File: config.mk
export PLATFORM = sky130hd
export DESIGN_NAME = sbit_frame_emulator_flat
export DESIGN_NICKNAME = d
export VERILOG_FILES = /design/src/rtl/sbit_frame_emulator_pkg.sv /design/src/rtl/sbit_frame_emulator_if.sv /design/src/rtl/sbit_frame_emulator_bit_delay.sv /design/src/rtl/sbit_frame_emulator.sv /design/src/flat_wrapper.sv
export SDC_FILE = /design/constraint.sdc
export NUM_CORES = 1
export LEC_CHECK = 0
export CORE_MARGIN = 2
export CORE_UTILIZATION = 55
export DETAILED_ROUTE_END_ITERATION = 10
export HOLD_SLACK_MARGIN = 0.15
export PLACE_DENSITY_LB_ADDON = 0.08
export SYNTH_ARGS = -nofsm -noshare
export SYNTH_HDL_FRONTEND = slang
export SYNTH_HIERARCHICAL = 1
export SYNTH_SLANG_ARGS = --single-unit
export TNS_END_PERCENT = 50
File: constraint.sdc
create_clock -name clock -period 7.15 [get_ports clock]
set_input_delay 0.715 -clock clock [delete_from_list [all_inputs] [get_ports clock]]
set_output_delay 0.715 -clock clock [all_outputs]
set_load 0.005 [all_outputs]
File: src/rtl/sbit_frame_emulator_pkg.sv
// Shared constants for the S-bit frame emulator: state encoding, pattern
// select codes, frame geometry and the PRBS7 seed/step helper.
package sbit_frame_emulator_pkg;

  localparam int FRAME_BITS = 8;
  localparam int NUM_LANES  = 8;
  localparam int DATA_W     = NUM_LANES * FRAME_BITS;

  localparam logic [1:0] ST_IDLE = 2'd0;
  localparam logic [1:0] ST_SYNC = 2'd1;
  localparam logic [1:0] ST_RUN  = 2'd2;

  localparam logic [1:0] PAT_USER = 2'd0;
  localparam logic [1:0] PAT_WALK = 2'd1;
  localparam logic [1:0] PAT_ONES = 2'd2;
  localparam logic [1:0] PAT_PRBS = 2'd3;

  localparam logic [6:0] PRBS_SEED = 7'h7F;

  // Advance a PRBS7 (x^7+x^6+1) register by one frame. Returns
  // {word, next_state}; word bit 0 is the first (oldest) generated bit.
  function automatic logic [14:0] prbs7_step8(input logic [6:0] seed);
    logic [6:0] s;
    logic [7:0] w;
    s = seed;
    w = '0;
    for (int i = 0; i < FRAME_BITS; i++) begin
      w[i] = s[6] ^ s[5];
      s    = {s[5:0], w[i]};
    end
    return {w, s};
  endfunction

endpackage

File: src/rtl/sbit_frame_emulator_if.sv
// Control/data bundle for the S-bit frame emulator. master drives the
// configuration and user S-bits, slave is the emulator itself.
interface sbit_frame_emulator_if;
  import sbit_frame_emulator_pkg::*;

  logic              enable_i;
  logic [DATA_W-1:0] sbits_i;
  logic [1:0]        pattern_sel_i;
  logic [2:0]        phase_i;
  logic [11:0]       sync_frames_i;
  logic              glitch_i;

  logic [DATA_W-1:0] sbits_o;
  logic [7:0]        start_of_frame_o;
  logic [1:0]        state_o;
  logic [15:0]       glitch_cnt_o;

  modport master (
    output enable_i, sbits_i, pattern_sel_i, phase_i, sync_frames_i, glitch_i,
    input  sbits_o, start_of_frame_o, state_o, glitch_cnt_o
  );

  modport slave (
    input  enable_i, sbits_i, pattern_sel_i, phase_i, sync_frames_i, glitch_i,
    output sbits_o, start_of_frame_o, state_o, glitch_cnt_o
  );
endinterface

File: src/rtl/sbit_frame_emulator_bit_delay.sv
// sbit_bit_delay: emulated bit skew for one 8-bit-time frame. The output
// frame is the concatenation {cur, prev} viewed through a window shifted
// by `phase` bit-times, so late bits spill over from the previous frame.
module sbit_bit_delay #(
  parameter int WIDTH = 8,
  parameter int PW    = $clog2(WIDTH)
) (
  input  logic [WIDTH-1:0] cur_word,
  input  logic [WIDTH-1:0] prev_word,
  input  logic [PW-1:0]    phase,
  output logic [WIDTH-1:0] out_word
);

  logic [2*WIDTH-1:0] cat;
  assign cat = {cur_word, prev_word};

  // out[b] = cur[b-p] for b>=p, prev[b-p+WIDTH] otherwise
  always_comb begin
    out_word = '0;
    for (int b = 0; b < WIDTH; b++)
      out_word[b] = cat[b + WIDTH - int'(phase)];
  end

endmodule

File: src/rtl/sbit_frame_emulator.sv
// S-bit frame emulator: IDLE/SYNC/RUN sequencer producing framed, skewed
// S-bit words and a start-of-frame marker, with marker-glitch injection.
// Two-stage pipeline: pre-skew words are registered, then skewed against
// the previous pre-skew word and registered again at the outputs.
// Optional build macro SBIT_EMU_PRBS_EN enables the PRBS7 pattern (3);
// without it pattern 3 emits zeros.
module sbit_frame_emulator
  import sbit_frame_emulator_pkg::*;
(
  input  logic clock,
  input  logic reset,
  sbit_frame_emulator_if.slave emu
);

  logic [1:0]  state, state_nx;
  logic [11:0] sync_cnt, sync_lim;
  logic        sync_last, glitch_acc;
  logic [2:0]  phase_q, walk_k;
  logic [15:0] glitch_cnt;
  logic [7:0]  walk_byte, sof_c;
  logic [DATA_W-1:0] data_c;

  logic [NUM_LANES-1:0][FRAME_BITS-1:0] pre_data, hist_data, skew_data, out_data;
  logic [7:0] pre_sof, hist_sof, skew_sof, out_sof;

`ifdef SBIT_EMU_PRBS_EN
  logic [6:0] prbs_q, prbs_nx;
  logic [7:0] prbs_word;

  // one frame's worth of PRBS bits from the current register
  always_comb {prbs_word, prbs_nx} = prbs7_step8(prbs_q);
`endif

  assign sync_lim   = (emu.sync_frames_i == 12'd0) ? 12'd1 : emu.sync_frames_i;
  assign sync_last  = (sync_cnt >= sync_lim - 12'd1);
  assign glitch_acc = emu.glitch_i && (state != ST_IDLE);
  assign walk_byte  = 8'h01 << walk_k;

  // sequencer next state; enable low wins from any state
  always_comb begin
    state_nx = state;
    case (state)
      ST_IDLE: if (emu.enable_i) state_nx = ST_SYNC;
      ST_SYNC: if (sync_last)    state_nx = ST_RUN;
      ST_RUN:  state_nx = ST_RUN;
      default: state_nx = ST_IDLE;
    endcase
    if (!emu.enable_i) state_nx = ST_IDLE;
  end

  // pre-skew data and marker for the current frame
  always_comb begin
    data_c = '0;
    if (state == ST_RUN) begin
      case (emu.pattern_sel_i)
        PAT_USER: data_c = emu.sbits_i;
        PAT_WALK: data_c = {NUM_LANES{walk_byte}};
        PAT_ONES: data_c = '1;
`ifdef SBIT_EMU_PRBS_EN
        PAT_PRBS: data_c = {NUM_LANES{prbs_word}};
`else
        PAT_PRBS: data_c = '0;
`endif
        default:  data_c = '0;
      endcase
    end
    sof_c = (state == ST_IDLE || glitch_acc) ? 8'h00 : 8'h01;
  end

  // sequencer state, sync counter, latched phase, pattern generators
  always_ff @(posedge clock) begin
    if (reset) begin
      state      <= ST_IDLE;
      sync_cnt   <= '0;
      phase_q    <= '0;
      walk_k     <= '0;
      glitch_cnt <= '0;
    end else begin
      state <= state_nx;
      if (state == ST_IDLE && state_nx == ST_SYNC) begin
        phase_q  <= emu.phase_i;
        sync_cnt <= '0;
      end else if (state == ST_SYNC) begin
        sync_cnt <= sync_cnt + 12'd1;
      end
      if (state != ST_RUN && state_nx == ST_RUN) walk_k <= '0;
      else if (state == ST_RUN)                  walk_k <= walk_k + 3'd1;
      if (glitch_acc && glitch_cnt != 16'hFFFF)  glitch_cnt <= glitch_cnt + 16'd1;
    end
  end

`ifdef SBIT_EMU_PRBS_EN
  // PRBS reseeds on RUN entry and advances one frame per RUN cycle
  always_ff @(posedge clock) begin
    if (reset)                                    prbs_q <= PRBS_SEED;
    else if (state != ST_RUN && state_nx == ST_RUN) prbs_q <= PRBS_SEED;
    else if (state == ST_RUN)                     prbs_q <= prbs_nx;
  end
`endif

  // input stage, history and output stage of the frame pipeline
  always_ff @(posedge clock) begin
    if (reset) begin
      pre_data  <= '0;
      pre_sof   <= '0;
      hist_data <= '0;
      hist_sof  <= '0;
      out_data  <= '0;
      out_sof   <= '0;
    end else begin
      pre_data  <= data_c;
      pre_sof   <= sof_c;
      hist_data <= pre_data;
      hist_sof  <= pre_sof;
      out_data  <= skew_data;
      out_sof   <= skew_sof;
    end
  end

  for (genvar l = 0; l < NUM_LANES; l++) begin : g_lane
    sbit_bit_delay #(.WIDTH(FRAME_BITS)) u_delay (
      .cur_word  (pre_data[l]),
      .prev_word (hist_data[l]),
      .phase     (phase_q),
      .out_word  (skew_data[l])
    );
  end

  sbit_bit_delay #(.WIDTH(FRAME_BITS)) u_sof_delay (
    .cur_word  (pre_sof),
    .prev_word (hist_sof),
    .phase     (phase_q),
    .out_word  (skew_sof)
  );

  assign emu.sbits_o          = out_data;
  assign emu.start_of_frame_o = out_sof;
  assign emu.state_o          = state;
  assign emu.glitch_cnt_o     = glitch_cnt;

endmodule

File: src/flat_wrapper.sv
// flat-port wrapper written by rule: the top's interface ports become plain ports
module sbit_frame_emulator_flat import sbit_frame_emulator_pkg::*;
  (clock, reset, emu_enable_i, emu_sbits_i, emu_pattern_sel_i, emu_phase_i, emu_sync_frames_i, emu_glitch_i, emu_sbits_o, emu_start_of_frame_o, emu_state_o, emu_glitch_cnt_o);
  sbit_frame_emulator_if emu_i ();
  input  logic clock;
  input  logic reset;
  input wire logic [$bits(emu_i.enable_i)-1:0] emu_enable_i;
  input wire logic [$bits(emu_i.sbits_i)-1:0] emu_sbits_i;
  input wire logic [$bits(emu_i.pattern_sel_i)-1:0] emu_pattern_sel_i;
  input wire logic [$bits(emu_i.phase_i)-1:0] emu_phase_i;
  input wire logic [$bits(emu_i.sync_frames_i)-1:0] emu_sync_frames_i;
  input wire logic [$bits(emu_i.glitch_i)-1:0] emu_glitch_i;
  output wire logic [$bits(emu_i.sbits_o)-1:0] emu_sbits_o;
  output wire logic [$bits(emu_i.start_of_frame_o)-1:0] emu_start_of_frame_o;
  output wire logic [$bits(emu_i.state_o)-1:0] emu_state_o;
  output wire logic [$bits(emu_i.glitch_cnt_o)-1:0] emu_glitch_cnt_o;
  assign emu_i.enable_i = emu_enable_i;
  assign emu_i.sbits_i = emu_sbits_i;
  assign emu_i.pattern_sel_i = emu_pattern_sel_i;
  assign emu_i.phase_i = emu_phase_i;
  assign emu_i.sync_frames_i = emu_sync_frames_i;
  assign emu_i.glitch_i = emu_glitch_i;
  assign emu_sbits_o = emu_i.sbits_o;
  assign emu_start_of_frame_o = emu_i.start_of_frame_o;
  assign emu_state_o = emu_i.state_o;
  assign emu_glitch_cnt_o = emu_i.glitch_cnt_o;
  sbit_frame_emulator u_core (.clock(clock), .reset(reset), .emu(emu_i));
endmodule
After elaboration in Yosys (flattened, before gate mapping)
Index checks and enable logic that the tools add are counted.
Storage, ports and cells
  bits in registers: 252
  bits in latches: 0
  bits in writable memories: 0
  bits in read-only memories: 0
  input bits: 85
  output and inout port bits: 90
  logic and storage cells: 298
  memories kept: 0
Cells by class
  add/sub/neg operators: 12
  multipliers: 0
  div/mod/pow operators: 0
  order comparisons: 9
  eq/ne operators: 9
  shift operators: 1
  muxes and demuxes: 222
  bitwise operators: 1
  reductions and logical operators: 12
Operators by type and width (count)
  $bmux W1 S4: 72
  $pmux W64 S4: 1
  $mux W1: 145
  $lt A5 B6 Y1 const B: 7
  $sub A4 B3 Y5 const A: 8
  $lt A32 B6 Y1 const B: 1
  $add A16 B1 Y16 const B: 1
  $ne A16 B16 Y1 const B: 1
  $add A12 B1 Y12 const B: 1
  $ge A12 B12 Y1: 1
  $logic_not A12 Y1: 1
  $mux W12: 1
  $sub A12 B1 Y12 const B: 1
  $eq A2 B2 Y1 const B: 4
  $shl A1 B3 Y8 const A: 1
  $eq A2 B1 Y1 const B: 3
  $pmux W2 S3: 1
  $reduce_or A2 Y1: 3
  $logic_and A1 B1 Y1: 4
  $logic_not A2 Y1: 2
  $mux W2: 2
  $add A3 B1 Y3 const B: 1
  $ne A2 B2 Y1 const B: 1
  $reduce_bool A2 Y1: 1
  other kinds (2): 2

Depth between registers and ports, before layout
Gate-level depths: netlist of run 1.
  depth after elaboration: 10
  gate-level depth with buffers: 14

Cells and area by module
The synthesis of run 1 kept the hierarchy.
By module, submodules not included
  sbit_frame_emulator: instances 1, cells an instance 763, area an instance 7962.6 sq um, seq. area each 4764.6 sq um
  sbit_bit_delay: instances 9, cells an instance 63, area an instance 830.8 sq um, seq. area each 0.0 sq um

Worst setup path before layout of run 1
No wires, ideal clock.
  path kind: input port to flip-flop
  start: input port emu_sync_frames_i[9]
  end: register u_core.walk_k[0]
  library setup time: 0.091 ns
  arrival: 3.109 ns
  required time: 7.059 ns
  path slack: 3.950 ns
  stages: 14
  path buffers: 0
  cell sequence: nor3_1 and2_1 a31oi_1 ha_1 nor3b_1 nand2_1 nor4_1 xnor2_1 ha_1 a21oi_1 o21ai_0 nor3_1 o21ai_0 a311oi_1
On the way
  cells in the longest elaborated chain, start to end: 10
Ends and longest elaborated chain
  from (decl): RTL line flat_wrapper.sv:11  | input wire logic [$bits(emu_i.sync_frames_i)-1:0] emu_sync_frames_i;
  $logic_not A12 Y1: RTL line sbit_frame_emulator.sv:34  | assign sync_lim = (emu.sync_frames_i == 12'd0) ? 12'd1 : emu.sync_frames_i;
  $mux W12 *: RTL line sbit_frame_emulator.sv:34
  $sub A12 B1 Y12 *: RTL line sbit_frame_emulator.sv:35  | assign sync_last = (sync_cnt >= sync_lim - 12'd1);
  $ge A12 B12 Y1 *: RTL line sbit_frame_emulator.sv:35
  $mux W2 *: RTL line sbit_frame_emulator.sv:44  | ST_SYNC: if (sync_last) state_nx = ST_RUN;
  $pmux W2 S3 *: RTL line sbit_frame_emulator.sv:42  | case (state)
  $mux W2 *: RTL line sbit_frame_emulator.sv:48  | if (!emu.enable_i) state_nx = ST_IDLE;
  $eq A2 B2 Y1 *: RTL line sbit_frame_emulator.sv:86  | if (state != ST_RUN && state_nx == ST_RUN) walk_k <= '0;
  $logic_and A1 B1 Y1 *: RTL line sbit_frame_emulator.sv:86
  $reduce_or A2 Y1 (no source line) *
  to (signal assigned): RTL line sbit_frame_emulator.sv:87  | else if (state == ST_RUN) walk_k <= walk_k + 3'd1;
  to (decl): RTL line sbit_frame_emulator.sv:18  | logic [2:0] phase_q, walk_k;
Every way passes the cells marked *; elsewhere a longest branch is shown, timed or not.
A chain may end at the register's enable or synchronous reset.

==> key figures, run 1 <==
Outcome
  – Status: finished clean

STA
  – Actual slew at the worst max-slew pin: 0.946 ns
  – # setup viols final: 0
  – Post-route minimum period: 3.83 ns
  – Endpoints failing hold: 0
  – RSZ-0062 raised after global routing: false
  – Period utilization: 53.6%
  – Max Slew Vio Count: 0
  – Setup TNS: 0 ns
  – Max_slew headroom: 37.0%
  – Worst clock skew: 0.0214 ns
  – F_max: 261 MHz
  – Final hold slack: 0.510 ns

Worst setup path
  – WS Path Type: flip-flop to flip-flop
  – Delay-heaviest family, CP: multiplexers
  – Largest stage delay, worst path: 0.92 ns
  – Most used cell, CP: mux4_1
  – CP Data Arrival Time: 4.22 ns
  – Critical-path top delay cell: dfxtp_4
  – Crit start category: flip-flop
  – CP Cell Sequence: buf_4 > inv_1 > ha_1 > mux4_1 > mux4_1 > nor2b_1
  – Crit Path Max Fanout: 62
  – Buffers & Inverters on Critical Path: 2
  – Worst EP required: 7.54 ns
  – Worst Setup End Kind: flip-flop

Job
  – MaxCap Viol Count: 0

Yosys
  – Post-synth EDFFs: 0
  – Simple-gate share of the synthesized area: 14.3%
  – Post-Syn Area: 15,400 um^2
  – Synth unique cells: 54
  – Largest family of logic cells by synthesized area: multiplexers
  – Post-synth ARST share: 0%
  – Total of warnings raised by yosys: 6
  – Synth Flop Type: dfxtp_1
  – XOR/XNOR Fraction of Synth Area: 2.78%
  – Mux share of post-synthesis cell area: 33.7%
  – Register bit total from synthesis: 238
  – Synth Area in Compound Gates: 6.74%
  – Synthesized-area fraction occupied by adder cells: 6.81%
  – Seq/Total Area, Yosys: 30.9%
  – Mean Syn Cell Area: 11.6 um^2
  – Synth Instances: 1,330

Die
  – IO Pins: 175
  – Starting Density: 55.7%
  – Die width: 172 um
  – Die Height: 172 um
  – Core area: 27,700 um^2
  – Cell Rows: 61
  – Die area: 29,400 um^2

Routing
  – First-pass DRT Iterations: 5
  – WL per Instance: 19.3 um
  – Final routed DRC violation total: 0
  – Detail Route Antenna Nets: 0
  – Vias: 11,300
  – Vias per cell: 5.92
  – Routed WL: 36,900 um
  – Initial DRC Count: 665

Clock network
  – Clk buf depth: 3
  – CTS clk-pin slew, worst paths: 0.06 ns
  – H-tree Lvls: 1
  – TritonCTS clock tree: done
  – Sink Count: 238
  – Postcts setup bufs: 0
  – Clk Tree Root Cell: clkbuf_16
  – Post-cts sizing count: 0
  – Cts-stage hold buffer count: 0
  – Num CTS Buffers: 27
  – Clk_lat worst skew: 0.54 ns

Final layout
  – Synth-to-layout area growth: 19.0%
  – Antenna Cells: 0
  – Final nets: 1,689
  – Sequential Area: 4780 um^2
  – Non-Filler Instances: 1,916
  – Fill cells: 2,187
  – Multi-input gate area: 10,200 um^2
  – Share of cells above drive strength 1: 11.6%

Placed design
  – Final HPWL DP: 25,900 um
  – Inst Count DP: 1,869
  – Routability cong.: 0.911
  – Count of input and output buffers: 174

GRT
  – First-pass GRT wire length: 57,900 um
  – Final global-route overflow total: 0
  – Initial antenna violation count: 0
  – Largest net degree at the start of global routing: 65
  – GR Util All Layers: 24.9%
  – Vias in the first global route: 10,800

Power and ir drop
  – Leakage: 7.47 nW
  – Power per cell area: 177 nW/um^2
  – Power Total: 0.00325 W
  – Worst VDD drop: 0.197 mV

Min path
  – Hold/Removal Path Class: flip-flop to flip-flop
## sequential cells by signal, indices dropped and copies added, names as in the netlist
| register | cells |
|---|---|
| u_core/pre_sof | 1 |
| u_core/pre_data | 64 |
| u_core/walk_k | 3 |
| u_core/emu.sbits_o | 64 |
| u_core/phase_q | 3 |
| u_core/hist_data | 64 |
| u_core/emu.state_o | 2 |
| u_core/sync_cnt | 12 |
| u_core/emu.glitch_cnt_o | 16 |
| u_core/emu.start_of_frame_o | 8 |
| u_core/hist_sof | 1 |
## cells by family after synthesis
logic type               count (synthesis)
AO/OA/AOI/OAI                          166
buffers and inverters                  134
flip-flops                             238
XOR/XNOR                                49
multiplexers                           231
AND/OR/NAND/NOR                        427
other                                    1
adder cells (fa/ha/maj)                 84
## synth_stat cells (11+ instances only)
master	n	area, um^2
mux4_1	108	2840
clkbuf_1	30	113
nand3_1	15	75.1
a21oi_1	83	415
nor3_1	26	130
xor2_1	28	245
dfxtp_1	238	4760
mux2i_1	24	240
xnor2_1	21	184
o21ai_0	11	55.1
nand2_1	143	537
buf_2	37	185
buf_6	11	124
ha_1	84	1050
inv_1	44	165
o21bai_1	16	120
nor2b_1	141	882
mux4_2	90	2030
nor2_1	58	218
## metal layers
layer	part of all wire [%]	GRT usage, %	wire (um)
met1	42	33.1	15600
met5	0	0	0
met3	7.2	4.97	2670
met2	48	41.7	17600
met4	2.6	7.11	973
## cell usage in the layout (no fill, tap or decap), types with 5 or more instances in the layout
cell type / Yosys / final
mux4_2: 90 / 90
mux2i_1: 24 / 24
clkinv_2: 0 / 6
xnor2_1: 21 / 21
dfxtp_1: 238 / 235
nor3_1: 26 / 26
inv_1: 44 / 44
xor2_1: 28 / 28
mux2_2: 9 / 9
o21ai_0: 11 / 11
mux4_1: 108 / 108
buf_4: 2 / 13
a2bb2oi_1: 9 / 9
nand3_1: 15 / 15
clkbuf_16: 0 / 27
o21bai_1: 16 / 16
a21boi_0: 9 / 9
conb_1: 1 / 66
nor2b_1: 141 / 141
nand2_1: 143 / 143
bufinv_16: 0 / 5
a21o_1: 9 / 9
ha_1: 84 / 84
o311ai_0: 9 / 9
clkdlybuf4s50_1: 0 / 173
nand4_1: 9 / 9
nor2_1: 58 / 57
a21oi_1: 83 / 83
## path summary, 6_finish.rpt
kind                            start                      to  slack, ns  cells after the start
setup / recovery    u_core/phase_q[0]  u_core/emu.sbits_o[50]       3.32                      6
hold / removal    u_core/pre_data[17]    u_core/hist_data[17]       0.51                      1
setup reg to reg    u_core/phase_q[0]  u_core/emu.sbits_o[50]       3.32                      6
hold reg to reg   u_core/pre_data[17]    u_core/hist_data[17]       0.51                      1
## area by class of cell
cell class,count,area share [%]
Multi-Input combinational cell,1023,55.5
Sequential cell,238,26.0
Timing Repair Buffer,186,9.96
Clock buffer,34,4.04
Tap cell,378,2.57
Clock inverter,13,1.08
Inverter,44,0.899
## where the power goes
| part | total (W) | switching [W] | internal, W |
|---|---|---|---|
| registers | 0.00136 | 0.0000222 | 0.00134 |
| logic | 0.000437 | 0.000215 | 0.000221 |
| clock network | 0.00145 | 0.000542 | 0.000910 |
## through the flow
stage                     util, %  setup slack (ns)  area [um^2]
after floorplan                 -              3.95        15700
after global placement       62.9              3.02        17400
after detailed placement     62.9              2.89        17400
after CTS                    66.3              3.28        18400
after global routing         66.3              3.02        18400
final                        66.3              3.32        18400
Power figures use the tool's default switching activity.
==> inputs of run 2 (changes only) <==
==> constraint.sdc (replaced) <==
create_clock -name clock -period 3.61 [get_ports clock]
set_input_delay 0.361 -clock clock [delete_from_list [all_inputs] [get_ports clock]]
set_output_delay 0.361 -clock clock [all_outputs]
set_load 0.005 [all_outputs]
==> run 2 against run 1 <==
  * Sequential share of layout area down 0.27 points
  * Routed wire length rose by 3.1%
  * Die area stayed put
  * Cell area increased by 1.0%
  * Sequential cell count is the same
  * Highest routed layer is now met5
  * Via count grew 1.0%
  * Critical path depth increased by 9
  * Clock skew shrank 0.010 ns
  * Cell count rose by 1.8%
  * Utilization increased by 0.70 points
  * Worst setup slack got worse by 2.8 ns
==> key figures, run 2 (synthesis gave the netlist of run 1 again) <==
Routing
  – Vias per cell: 5.88
  – Final routed DRC violation total: 0
  – Routed WL: 38,100 um
  – First-pass DRT Iterations: 5
  – WL per Instance: 19.5 um
  – Met3 wire length: 2240 um
  – Detail Route Antenna Nets: 0
  – Initial DRC Count: 688
  – Highest Signal Layer: met5
  – Routed wl met2: 18,200 um
  – Met1 Wirelength: 16,700 um
  – Vias: 11,500

Worst setup path
  – RR Startpoint: u_core/phase_q[0]
  – Worst reg2reg setup slack: 0.80 ns
  – CP Cell Sequence: clkdlybuf4s50_1 > nor3_1 > and2_1 > a31oi_1 > ha_1 > nor3b_1 > nand2_1 > nor4_1 > xnor2_1 > ha_1 > a21oi_1 > o21ai_0 > nor3_1 > o21ai_0 > a311oi_1
  – R2r endpoint: u_core/emu.start_of_frame_o[6]
  – Largest stage delay, worst path: 0.49 ns
  – Worst Setup End Kind: flip-flop
  – CP Data Arrival Time: 3.53 ns
  – Crit start category: input port
  – Worst EP required: 4.05 ns
  – Crit Path Max Fanout: 5
  – Reg2Reg Depth: 5
  – WS Path Type: input port to flip-flop
  – Critical-path top delay cell: clkdlybuf4s50_1

STA
  – Period utilization: 85.4%
  – Max Slew Vio Count: 0
  – Max_slew headroom: 33.8%
  – Worst clock skew: 0.0111 ns
  – RSZ-0062 raised after global routing: false
  – Endpoints failing hold: 0
  – Post-route setup slack: 0.526 ns
  – Actual slew at the worst max-slew pin: 0.994 ns
  – # setup viols final: 0
  – Post-route minimum period: 3.08 ns
  – F_max: 324 MHz

GRT
  – GR Util All Layers: 26.1%
  – Largest net degree at the start of global routing: 94
  – Vias in the first global route: 11,000
  – Initial antenna violation count: 2
  – Final global-route overflow total: 0
  – First-pass GRT wire length: 60,600 um

Die
  – Die Height: 172 um
  – IO Pins: 175
  – Starting Density: 55.7%
  – Die width: 172 um
  – Core area: 27,700 um^2
  – Die area: 29,400 um^2
  – Cell Rows: 61

Min path
  – Hold Path End: u_core/hist_data[48]
  – Hold/Removal Path Class: input port to flip-flop
  – Hold path start: reset
  – Hold path cells: 2

Placed design
  – Count of input and output buffers: 174
  – Final HPWL DP: 27,000 um
  – Placement-stage worst setup slack: -0.0241 ns
  – Routability cong.: 0.940

Clock network
  – Cts-stage hold buffer count: 0
  – Num CTS Buffers: 27
  – Post-cts sizing count: 0
  – Clk_lat worst skew: 0.54 ns
  – Clk Tree Root Cell: clkbuf_16
  – Postcts setup bufs: 0
  – H-tree Lvls: 1
  – CTS clk-pin slew, worst paths: 0.06 ns
  – TritonCTS clock tree: done
  – Clk buf depth: 3
  – Sink Count: 238

Final layout
  – Final nets: 1,722
  – Most common cell after layout, fill and taps aside: dfxtp_1
  – Fin util: 67.0%
  – Commonest cells after routing, fill and taps aside: dfxtp_1 (235), clkdlybuf4s50_1 (173), nand2_1 (143)
  – Share of cells above drive strength 1: 13.4%
  – Synth-to-layout area growth: 20.2%

Outcome
  – Status: finished clean

Power and ir drop
  – Power per cell area: 339 nW/um^2
  – Leakage: 7.59 nW
  – Worst VDD drop: 0.332 mV

Job
  – MaxCap Viol Count: 0
## run 2: area by class of cell
type / instances / area [um^2]
Multi-Input combinational cell: 1023 / 10200
Fill cell: 2168 / 9140
Sequential cell: 238 / 4780
Timing Repair Buffer: 219 / 2090
Clock buffer: 35 / 746
Tap cell: 378 / 473
Inverter: 44 / 165
Clock inverter: 12 / 124
Antenna cell: 1 / 2.50
## run 2: worst max path at each step
stage | cells after the start | slack (ns) | endpoint | startpoint
after global placement | 15 | 0.06 | u_core/walk_k[0] | emu_sync_frames_i[9]
after floorplan | 6 | 0.46 | u_core/emu.sbits_o[10] | u_core/phase_q[1]
final | 15 | 0.53 | u_core/walk_k[0] | emu_sync_frames_i[9]
after detailed placement | 15 | -0.02 | u_core/walk_k[0] | emu_sync_frames_i[9]
after CTS | 15 | 0.55 | u_core/walk_k[0] | emu_sync_frames_i[9]
after global routing | 15 | 0.13 | u_core/walk_k[1] | emu_sync_frames_i[9]
## run 2: through the flow
stage / area, um^2 / TNS [ns] / hold WS [ns] / cells / total power (W)
floorplan: 15700 / 0 / 0.437 / 1395 / 0.00337
global placement: 17700 / 0 / 0.493 / 1902 / 0.00364
detailed placement: 17700 / -0.0639 / 0.500 / 1902 / 0.00365
CTS: 18600 / 0 / 0.251 / 1949 / 0.00636
global route: 18600 / 0 / 0.276 / 1949 / 0.00654
finish: 18600 / 0 / 0.270 / 1950 / 0.00630
## run 2: routing by layer
| metal | global-route usage, % | vias up |
|---|---|---|
| met1 | 36.3 | 5661 |
| met2 | 43.0 | 370 |
| met5 | 0 | - |
| li1 | - | 5368 |
| met3 | 4.33 | 59 |
| met4 | 6.45 | 2 |
## run 2: worst max-delay path: cells and delay by family
kind / cells / cell delay (ns)
buffers and inverters: 1 / 0.49
AND/OR/NAND/NOR: 6 / 0.99
XOR/XNOR: 1 / 0.16
adder cells (fa/ha/maj): 2 / 0.48
AO/OA/AOI/OAI: 5 / 1.02
## run 2: where the power goes
group	internal (W)	total, W	switching (W)
Combinational	0.000465	0.000912	0.000447
Sequential	0.00265	0.00269	0.0000355
Clock	0.00159	0.00269	0.00110
Total	0.00471	0.00630	0.00158
